### src/rtl/freq2noteid.sv
// freq2noteid: converts an integer frequency in Hz to the nearest note id
// (note n = C0 * ratio^n, note 0 = rest). Iterative search, one semitone per
// clock, using the same fixed-point constants and per-step truncation as the
// note-to-frequency path so a round trip agrees.
// Optional feature macro: LAST_CACHE_EN (remembers the last completed
// conversion and answers a repeated frequency without searching).
//
// Handshake: req is looked at only in IDLE and only when done is low; a
// request seen while busy, in DONE, or in the done cycle is dropped, never
// queued. freq is captured on acceptance. done is a one-cycle registered
// pulse that coincides with the update of noteid, which then holds.
module freq2noteid (
  input  logic        clk,
  input  logic        rst,
  input  logic        req,
  input  logic [15:0] freq,
  output logic        busy,
  output logic        done,
  output logic [7:0]  noteid
);

  localparam logic [23:0] C0X1024    = 24'd8372;
  localparam logic [35:0] RATIOX1024 = 36'd1085;
  localparam logic [35:0] HALFX1024  = 36'd1054;
  localparam logic [7:0]  MAX_NOTE   = 8'd127;

  typedef enum logic [1:0] {IDLE = 2'd0, CALC = 2'd1, DONE = 2'd2} state_t;

  state_t      state_q, state_d;
  logic [25:0] target_q, target_d;
  logic [23:0] fcur_q, fcur_d;
  logic [7:0]  n_q, n_d;
  logic [7:0]  result_q, result_d;
  logic        busy_q, busy_d;
  logic        done_q, done_d;
  logic [7:0]  noteid_q, noteid_d;

  logic [35:0] mid_prod;
  logic [35:0] step_prod;
  logic [25:0] mid;
  logic [23:0] fcur_step;
  logic        stop;
  logic        accept;
  logic        hit;

  // Rounding threshold and next candidate frequency, both truncated after >>10
  assign mid_prod  = {12'd0, fcur_q} * HALFX1024;
  assign step_prod = {12'd0, fcur_q} * RATIOX1024;
  assign mid       = mid_prod[35:10];
  assign fcur_step = step_prod[33:10];
  // A tie (target == mid) keeps searching, i.e. rounds up
  assign stop      = (target_q < mid) || (n_q == MAX_NOTE);
  assign accept    = (state_q == IDLE) && req && !done_q;

`ifdef LAST_CACHE_EN
  logic [15:0] last_freq_q, last_freq_d;
  logic [7:0]  last_note_q, last_note_d;
  logic        cache_vld_q, cache_vld_d;

  assign hit = cache_vld_q && (freq == last_freq_q);

  // Cache of the most recently completed conversion
  always_comb begin
    last_freq_d = last_freq_q;
    last_note_d = last_note_q;
    cache_vld_d = cache_vld_q;
    if (state_q == DONE) begin
      last_freq_d = target_q[25:10];
      last_note_d = result_q;
      cache_vld_d = 1'b1;
    end
  end

  // Cache registers
  always_ff @(posedge clk or negedge rst) begin
    if (!rst) begin
      last_freq_q <= '0;
      last_note_q <= '0;
      cache_vld_q <= 1'b0;
    end else begin
      last_freq_q <= last_freq_d;
      last_note_q <= last_note_d;
      cache_vld_q <= cache_vld_d;
    end
  end
`else
  assign hit = 1'b0;
`endif

  // FSM state register
  always_ff @(posedge clk or negedge rst) begin
    if (!rst) state_q <= IDLE;
    else      state_q <= state_d;
  end

  // FSM next state
  always_comb begin
    state_d = state_q;
    unique case (state_q)
      IDLE: if (accept) state_d = ((freq == 16'd0) || hit) ? DONE : CALC;
      CALC: if (stop) state_d = DONE;
      DONE: state_d = IDLE;
      default: state_d = IDLE;
    endcase
  end

  // Datapath and output next values
  always_comb begin
    target_d = target_q;
    fcur_d   = fcur_q;
    n_d      = n_q;
    result_d = result_q;
    busy_d   = (state_d == CALC);
    done_d   = (state_q == DONE);
    noteid_d = (state_q == DONE) ? result_q : noteid_q;
    unique case (state_q)
      IDLE: begin
        if (accept) begin
          target_d = {freq, 10'd0};
          fcur_d   = C0X1024;
          n_d      = 8'd0;
          if (freq == 16'd0) result_d = 8'd0;
`ifdef LAST_CACHE_EN
          else if (hit) result_d = last_note_q;
`endif
        end
      end
      CALC: begin
        if (stop) begin
          // Note 0 is reserved for rest, so a nonzero input reports at least 1
          result_d = (n_q == 8'd0) ? 8'd1 : n_q;
        end else begin
          fcur_d = fcur_step;
          n_d    = n_q + 8'd1;
        end
      end
      default: ;
    endcase
  end

  // Datapath and output registers
  always_ff @(posedge clk or negedge rst) begin
    if (!rst) begin
      target_q <= '0;
      fcur_q   <= '0;
      n_q      <= '0;
      result_q <= '0;
      busy_q   <= 1'b0;
      done_q   <= 1'b0;
      noteid_q <= '0;
    end else begin
      target_q <= target_d;
      fcur_q   <= fcur_d;
      n_q      <= n_d;
      result_q <= result_d;
      busy_q   <= busy_d;
      done_q   <= done_d;
      noteid_q <= noteid_d;
    end
  end

  assign busy   = busy_q;
  assign done   = done_q;
  assign noteid = noteid_q;

endmodule
### config.mk
export PLATFORM = sky130hd
export DESIGN_NAME = freq2noteid
export DESIGN_NICKNAME = d
export VERILOG_FILES = /design/src/rtl/freq2noteid.sv
export SDC_FILE = /design/constraint.sdc
export NUM_CORES = 1
export LEC_CHECK = 0
export ABC_AREA = 1
export CORE_MARGIN = 1.5
export CORE_UTILIZATION = 49
export DETAILED_ROUTE_END_ITERATION = 8
export GPL_TIMING_DRIVEN = 0
export PLACE_DENSITY = 0.68
export SYNTH_ARGS = -nofsm -noshare
export SYNTH_HDL_FRONTEND = slang
export SYNTH_SLANG_ARGS = --single-unit
### constraint.sdc
create_clock -name clk -period 5.9 [get_ports clk]
set_input_delay 0.59 -clock clk [delete_from_list [all_inputs] [get_ports clk]]
set_output_delay 0.59 -clock clk [all_outputs]
set_load 0.01 [all_outputs]
## Word level (Yosys, flattened, before mapping)

Index checks and enable logic that the tools add are counted.

| operators by class | value |
|---|---|
| $add $sub $neg | 1 |
| multiply operators | 2 |
| magnitude comparators | 1 |
| equal/unequal tests | 8 |
| multiplexer cells | 15 |
| reduce and logical (&&, ||, !) cells | 11 |

Operators with widths:

| operator | count |
|---|---|
| 24-bit two-way mux | 2 |
| 8-bit two-way mux | 6 |
| 24-bit one-hot mux with 2 select lines | 1 |
| 24-bit by 10-bit multiplier with 34-bit output, second input constant | 1 |
| 24-bit by 11-bit multiplier with 34-bit output, second input constant | 1 |
| 8-bit one-hot mux with 2 select lines | 2 |
| 26-bit by 25-bit < comparator with 1-bit output | 1 |
| 16-bit zero test | 1 |
| 8-bit by 1-bit adder with 8-bit output, second input constant | 1 |
| 8-bit by 7-bit == test with 1-bit output, second input constant | 1 |
| 8-bit zero test | 1 |
| 2-bit two-way mux | 3 |
| 2-bit inequality test, second input constant | 3 |
| 2-bit by 1-bit == test with 1-bit output, second input constant | 2 |
| 2-bit one-hot mux with 2 select lines | 1 |
| 4-bit AND reduction | 1 |
| 3-bit AND reduction | 1 |
| 2-bit == test, second input constant | 1 |
| 1-bit logical AND | 2 |
| 2-bit zero test | 1 |
| 2-bit by 1-bit inequality test with 1-bit output, second input constant | 1 |
| 2-bit AND reduction | 1 |
| 2-bit nonzero test | 1 |
| 1-bit zero test | 1 |
| 1-bit logical OR | 1 |

| word-level totals | value |
|---|---|
| register bits after elaboration | 68 |
| output and inout port bits | 10 |
| word-level logic and storage cells | 46 |

## Longest topological paths before layout

Gate-level depths: netlist of run 1.

| logic depth | value |
|---|---|
| depth after elaboration | 6 |
| depth in mapped cells | 39 |

## Worst setup path before layout of run 1

OpenSTA, ideal clock, no wires.

| timing | value |
|---|---|
| kind | reg-to-reg |
| from | reg fcur_q[8] |
| to | reg fcur_q[5] |
| setup time | 117 ps |
| arrival | 5855 ps |
| slack | -73 ps |
| cell stages (with the launch flop) | 37 |
| buffers on the path | 1 |
| path through | dfrtp_1 > inv_1 > fa_1 > inv_1 > ha_1 > ha_1 > fa_1 > inv_1 > fa_1 > inv_1 > ha_1 > nand2_1 > inv_1 > nand2_1 > nand2_1 > nand2_1 > and2_1 > nand2_1 > a21oi_1 > o21ai_0 > a21oi_1 > xor2_1 > ha_1 > nand2_1 > nor2_1 > nand4_1 > nor2_1 > nand2_1 > nor2_1 > nand2_1 > nor2_1 > nand3_1 > o21ai_2 > nand3_4 > buf_2 > nand3_1 > nand2_1 |

| between the ends | value |
|---|---|
| cells in the longest elaborated chain, start to end | 5 |

Ends and longest elaborated chain:

| item | RTL line | source |
|---|---|---|
| start: declaration | 31 | `logic [23:0] fcur_q, fcur_d;` |
| start signal: assignment | 153 | `fcur_q <= fcur_d;` |
| 24-bit by 10-bit multiplier with 34-bit output | 47 | `assign mid_prod = {12'd0, fcur_q} * HALFX1024;` |
| 26-bit by 25-bit < comparator with 1-bit output | 52 | `assign stop = (target_q < mid) \|\| (n_q == MAX_NOTE);` |
| 1-bit logical OR | 52 |  |
| 2-bit inequality test (no source line) | n/a |  |
| 3-bit AND reduction (no source line) | n/a |  |

Several ways; a longest one is shown, not always the timed one. The select of a mux whose other input is x is not followed.
A chain may end at the register's enable or synchronous reset.

## Worst setup path after layout of run 1

| timing | value |
|---|---|
| from | reg fcur_q[16] |
| to | reg fcur_q[17] |

The elaborated chain is that of the path after synthesis.

==> results of run 1 <==
-- state kept, by name (all words and copies together) (netlist names) --
name      flops
result_q      8
fcur_q       24
target_q     16
noteid        8
busy          1
done          1
n_q           8
state_q       2
-- cell type report --
class	instances	area, um2
flip-flops and latches	68	1730
well taps	280	350
plain buffers	12	95.1
repair buffers	142	1240
fillers	1763	7750
clock inverters	5	35.0
clock buffers	11	253
inverters	306	1200
multi-input cells	1048	9370
-- how the worst min path moves through the flow --
stage | startpoint | to | slack, ns | depth (start not counted)
after floorplan | rst | busy$_DFF_PN0_ | 0.29 | 0
after global placement | noteid[3]$_DFFE_PN0P_ | noteid[3]$_DFFE_PN0P_ | 0.46 | 2
after detailed placement | noteid[0]$_DFFE_PN0P_ | noteid[0]$_DFFE_PN0P_ | 0.46 | 2
after CTS | rst | target_q[12]$_DFFE_PN0P_ | 0.40 | 1
after global routing | rst | target_q[12]$_DFFE_PN0P_ | 0.46 | 1
final | rst | target_q[25]$_DFFE_PN0P_ | 0.37 | 1
-- logic make-up (layout without fill, tap and decap cells) --
kind of cell	after synthesis	after routing	share of synthesized area, %
xor gates and xnor gates	30	30	2.36
DFF	68	68	15.3
and+or+nand+nor	565	565	21.2
buffers and inverters	319	476	11.0
AOI/OAI and AO/OA	143	143	7.21
adders and majority gates	310	310	42.9
-- metrics by stage --
step                      instances  utilization (%)
after floorplan                1435                -
after global placement         1743             53.4
after detailed placement       1743             53.3
after CTS                      1846             62.4
after global routing           1872             64.8
final                          1872             64.8
-- timing repair --
item,4_1_cts,5_1_grt
cloned,3,0
setup buffers,84,28
setup endpoints to repair,43,43
resized for setup,209,84
endpoints found under the hold margin,0,0
pin swaps,91,76
-- layer usage --
layer	part of all wire (%)	global-route usage, %	routed length, um
met3	5.6	4.23	1930
met4	3.7	9.15	1270
met2	47	47.0	16000
met5	0	0	0
met1	44	38.4	14900
-- Yosys cell counts (all sizes together) (11+ instances only) --
| library cell | n | share of area, % |
|---|---|---|
| nand2 | 352 | 12 |
| xor2 | 19 | 1.5 |
| nand4 | 12 | 0.68 |
| ha | 191 | 21 |
| o21ai | 39 | 1.8 |
| nor2 | 81 | 2.8 |
| dfrtp | 68 | 15 |
| inv | 305 | 10 |
| nor3 | 13 | 0.59 |
| a21oi | 69 | 3.1 |
| fa | 119 | 21 |
| xnor2 | 11 | 0.87 |
| nand3 | 85 | 3.9 |
-- worst register-to-register path: cells and delay by family (launching register included) --
family	cells	cell delay, ns
XOR/XNOR	1	0.22
flip-flops	1	0.42
buffers and inverters	8	1.01
adder cells (fa/ha/maj)	7	2.54
AND/OR/NAND/NOR	14	1.51
AO/OA/AOI/OAI	4	0.85
==> results.tsv, run 1 <==
metric	value	unit
Worst-Skew Late Latency	0.34	ns
start of the worst register-to-register path	fcur_q[16]$_DFFE_PN0P_	
Die ar.	23600	um2
Setup TNS	-29.77	ns
Mapped Area	11100	um2
GRT Total Usage	28.4	%
Synth Flop Type	dfrtp_1	
total CTS buffers	9	
Hold WC Path Type	primary input to async pin	
WP depth	34	
status	finished with violations	
most common cell after layout, fill and taps aside	nand2_1	
vias in the first global route	10100	
nets@finish	1916	
row cnt	54	
DRT Wirelength	34100	um
Pre-antenna DRT Iters	6	
Final Instance Area	14300	um2
overall overflow remaining after global route	0	
Final GP Congestion	0.919	
R2R setup slack	-0.75	ns
CTS hold repair buffers	0	
pin count of the biggest net entering global routing	69	
worst flop-to-flop path endpoint	fcur_q[17]$_DFFE_PN0P_	
H-tree Lvls	3	
max cap viols	0	
Startpoint Class	flip-flop	
sequential area share after synthesis	15.3	%
starting density of the core	50.5	%
PnR worst setup slack	-0.747	ns
CP Capture Type	flip-flop	
arrival time at the worst endpoint	6.88	ns
Most common cell on crit path	nand2_1	
Seq cells post-synth	68	
drt drc	0	
fmax	0.150	GHz
Avg Cell Area, Syn	7.75	um2
placed cell areas	11800	um2
clk_skew	0.00839	ns
RSZ-0062 raised after global routing	yes	
clock buffer depth	2	
CP max stage delay	0.53	ns
via-per-instance ratio	5.45	
share of layout cells above drive strength 1	23.3	%
Port Buffers	28	
I/O pins	29	
Final HPWL DP	22800	um
CTS sink count	68	
via count	10200	
worst-margin pin slew	0.884	ns
Core ar.	22000	um2
CTS tree	built	
number of flops mapped to enable cells by yosys	0	
CP endpoint	fcur_q[17]$_DFFE_PN0P_	
Final ANT Viol Nets	0	
clk slew on worst S/H paths	0.06	ns
DP Worst Slack	-1.54	ns
global-route wire length before repair	52300	um
Worst slew margin	40.5	%
worst hold slack	0.370	ns
kind of critical path	flip-flop to flip-flop	
initial DRC count	772	
async set or reset register ratio after synthesis	100	%
Final Max Tran Viols	0	
CP bufs+invs	8	
period utilization	113	%
Die Wd	154	um
endpoints failing setup	43	
Yosys cell types	37	
WL per Instance	18.2	um
area grow syn2layout	28.4	%
synth warn	0	
die extent in y	154	um
worst r2r path cells	34	
post-synthesis cell count	1435	
most frequent cells in the layout	291 x nand2_1, 270 x inv_1, 147 x ha_1	
failing checks	setup timing	
antenna violations before repair	0	
Mapped Nets	1764	
antenna fix cells	0	
slowest cell on the critical path	fa_1	
Max Fanout on Critical Path	10	
final hold vios	0	
min cycle time layout	6.65	ns
CP required	6.13	ns
Root Buffer	clkbuf_16	
CP top delay family	adder cells	
Critical Path Start	fcur_q[16]$_DFFE_PN0P_	
Power of run 1 is not shown: default switching activity piles up to over one toggle a cycle in this logic, so the estimate is an artifact.
==> run 2: changes to the inputs <==
--- a/config.mk
+++ b/config.mk
@@ -10,7 +10,7 @@
 export CORE_UTILIZATION = 49
 export DETAILED_ROUTE_END_ITERATION = 8
 export GPL_TIMING_DRIVEN = 0
-export PLACE_DENSITY = 0.68
+export PLACE_DENSITY = 0.66
 export SYNTH_ARGS = -nofsm -noshare
 export SYNTH_HDL_FRONTEND = slang
 export SYNTH_SLANG_ARGS = --single-unit
==> constraint.sdc (replaced) <==
create_clock -name clk -period 6.67 [get_ports clk]
set_input_delay 0.667 -clock clk [delete_from_list [all_inputs] [get_ports clk]]
set_output_delay 0.667 -clock clk [all_outputs]
set_load 0.01 [all_outputs]
==> run 2 against run 1 <==
Against the previous run:
- the run now ends clean
- non-clock buffer count down 57
- routed wire length down 13%
- global-route usage down 3.3 points
- first-iteration DRC count down 25%
==> results.tsv, run 2 (synthesized netlist as in run 1, its figures left out) <==
metric	value	unit	change
status	finished clean		was finished with violations
Fillers	1897		was 1763
via count	9584		was 10200
endpoints failing setup	0		was 43
arrival time at the worst endpoint	6.80	ns	was 6.88 ns
Port Buffers	28		unchanged
CP required	6.94	ns	was 6.13 ns
final core occ	60.7	%	was 64.8%
CP Capture Type	flip-flop		unchanged
Final HPWL DP	22700	um	was 22800 um
DRT Wirelength	29700	um	was 34100 um
Max Fanout on Critical Path	8		was 10
clk slew on worst S/H paths	0.07	ns	was 0.06 ns
worst flop-to-flop path endpoint	fcur_q[17]$_DFFE_PN0P_		unchanged
Final Max Tran Viols	0		unchanged
share of layout cells above drive strength 1	14.6	%	was 23.3%
slowest cell on the critical path	fa_1		unchanged
via-per-instance ratio	5.28		was 5.45
final hold vios	0		unchanged
nets@finish	1859		was 1916
Startpoint Class	flip-flop		unchanged
Largest Register	fcur_q		unchanged
GRT Total Usage	25.1	%	was 28.4%
drt drc	0		unchanged
Final ANT Viol Nets	0		unchanged
biggest regs	fcur_q: 24 flops, target_q: 16 flops		unchanged
min cycle time layout	6.53	ns	was 6.65 ns
die extent in y	154	um	unchanged
starting density of the core	50.5	%	unchanged
CTS tree	built		unchanged
Core ar.	22000	um2	unchanged
Worst-Skew Late Latency	0.34	ns	about the same
worst r2r path cells	36		was 34
multi-input logic area	8960	um2	was 9370 um2
Most common cell on crit path	nand2_1		unchanged
Die Wd	154	um	unchanged
total CTS buffers	9		unchanged
worst hold slack	0.444	ns	was 0.370 ns
most frequent cells in the layout	326 x nand2_1, 291 x inv_1, 154 x ha_1		was 291 x nand2_1, 270 x inv_1, 147 x ha_1
Hold WC Path Type	primary input to async pin		unchanged
vias in the first global route	9315		was 10100
Die ar.	23600	um2	unchanged
CP top delay family	adder cells		unchanged
initial DRC count	582		was 772
Final GP Congestion	0.936		was 0.919
antenna violations before repair	1		was 0
max cap viols	0		unchanged
I/O pins	29		unchanged
H-tree Lvls	3		unchanged
Pre-antenna DRT Iters	5		was 6
Largest register FFs	24		unchanged
register area	1730	um2	unchanged
Root Buffer	clkbuf_16		unchanged
R2R setup slack	0.14	ns	was -0.75 ns
area grow syn2layout	20.3	%	was 28.4%
kind of critical path	flip-flop to flip-flop		unchanged
worst-margin pin slew	0.900	ns	was 0.884 ns
CTS sink count	68		unchanged
row cnt	54		unchanged
Critical Path Start	fcur_q[11]$_DFFE_PN0P_		was fcur_q[16]$_DFFE_PN0P_
CP max stage delay	0.56	ns	was 0.53 ns
pin count of the biggest net entering global routing	69		unchanged
WL per Instance	16.3	um	was 18.2 um
start of the worst register-to-register path	fcur_q[11]$_DFFE_PN0P_		was fcur_q[16]$_DFFE_PN0P_
global-route wire length before repair	47000	um	was 52300 um
clk_skew	0.0118	ns	was 0.00839 ns
clock buffer depth	2		unchanged
fmax	0.153	GHz	was 0.150 GHz
overall overflow remaining after global route	0		unchanged
Worst slew margin	39.5	%	was 40.5%
CP bufs+invs	6		was 8
most common cell after layout, fill and taps aside	nand2_1		unchanged
period utilization	97.9	%	was 113%
run 2: cell types whose count changed in the layout (fill, tap and decap cells not counted), moves of 7 or more:
cell / delta
nand3_2: -14
nand2_2: -26
buf_4: -49
nand2_4: -8
inv_1: +21
ha_4: -7
inv_2: -18
nand2_1: +35
nand3_1: +15
ha_1: +7
run 2: timing repair:
action                     4_1_cts  5_1_grt
pin swaps                        7       55
buffers inserted                26       28
gates cloned                     0        2
hold buffers                     0        0
resized for setup               53      126
setup endpoints to repair       43       43
run 2: worst max-delay path by stage:
| stage | to | slack (ns) | depth (start not counted) |
|---|---|---|---|
| finish | fcur_q[17]$_DFFE_PN0P_ | 0.14 | 36 |
| global route | fcur_q[17]$_DFFE_PN0P_ | -0.13 | 34 |
| CTS | fcur_q[17]$_DFFE_PN0P_ | 0.005 | 34 |
| detailed placement | fcur_q[21]$_DFFE_PN0P_ | -0.87 | 35 |
| global placement | fcur_q[6]$_DFFE_PN0P_ | -0.81 | 35 |
| floorplan | fcur_q[5]$_DFFE_PN0P_ | 0.70 | 36 |
run 2: metrics by stage:
stage	instances	setup slack [ns]	TNS (ns)	area (um2)
4_1_cts	1785	0.00479	0	12400
5_1_grt	1815	-0.127	-2.83	13400
6_report	1816	0.138	0	13400
3_5_place_dp	1743	-0.866	-33.80	11700
3_3_place_gp	1743	-0.815	-31.93	11700
2_1_floorplan	1435	0.697	0	11100
run 2: layout make-up:
class / count / area share [%]
inverter: 306 / 8.84
timing repair buffer: 84 / 5.60
antenna: 1 / 0.0187
buffer: 13 / 0.730
tap: 280 / 2.62
clock inverter: 7 / 0.617
clock buffer: 9 / 1.68
multi-input combinational: 1048 / 67.0
sequential: 68 / 12.9
run 2: layer usage:
layer	vias up	part of all wire, %	global-route usage, %
li1	4730	-	-
met1	4599	47	35.8
met2	223	47	40.1
met3	32	4.4	4.26
met4	0	1.7	5.41
met5	-	0	0
Power of run 2 is left out for the same reason.
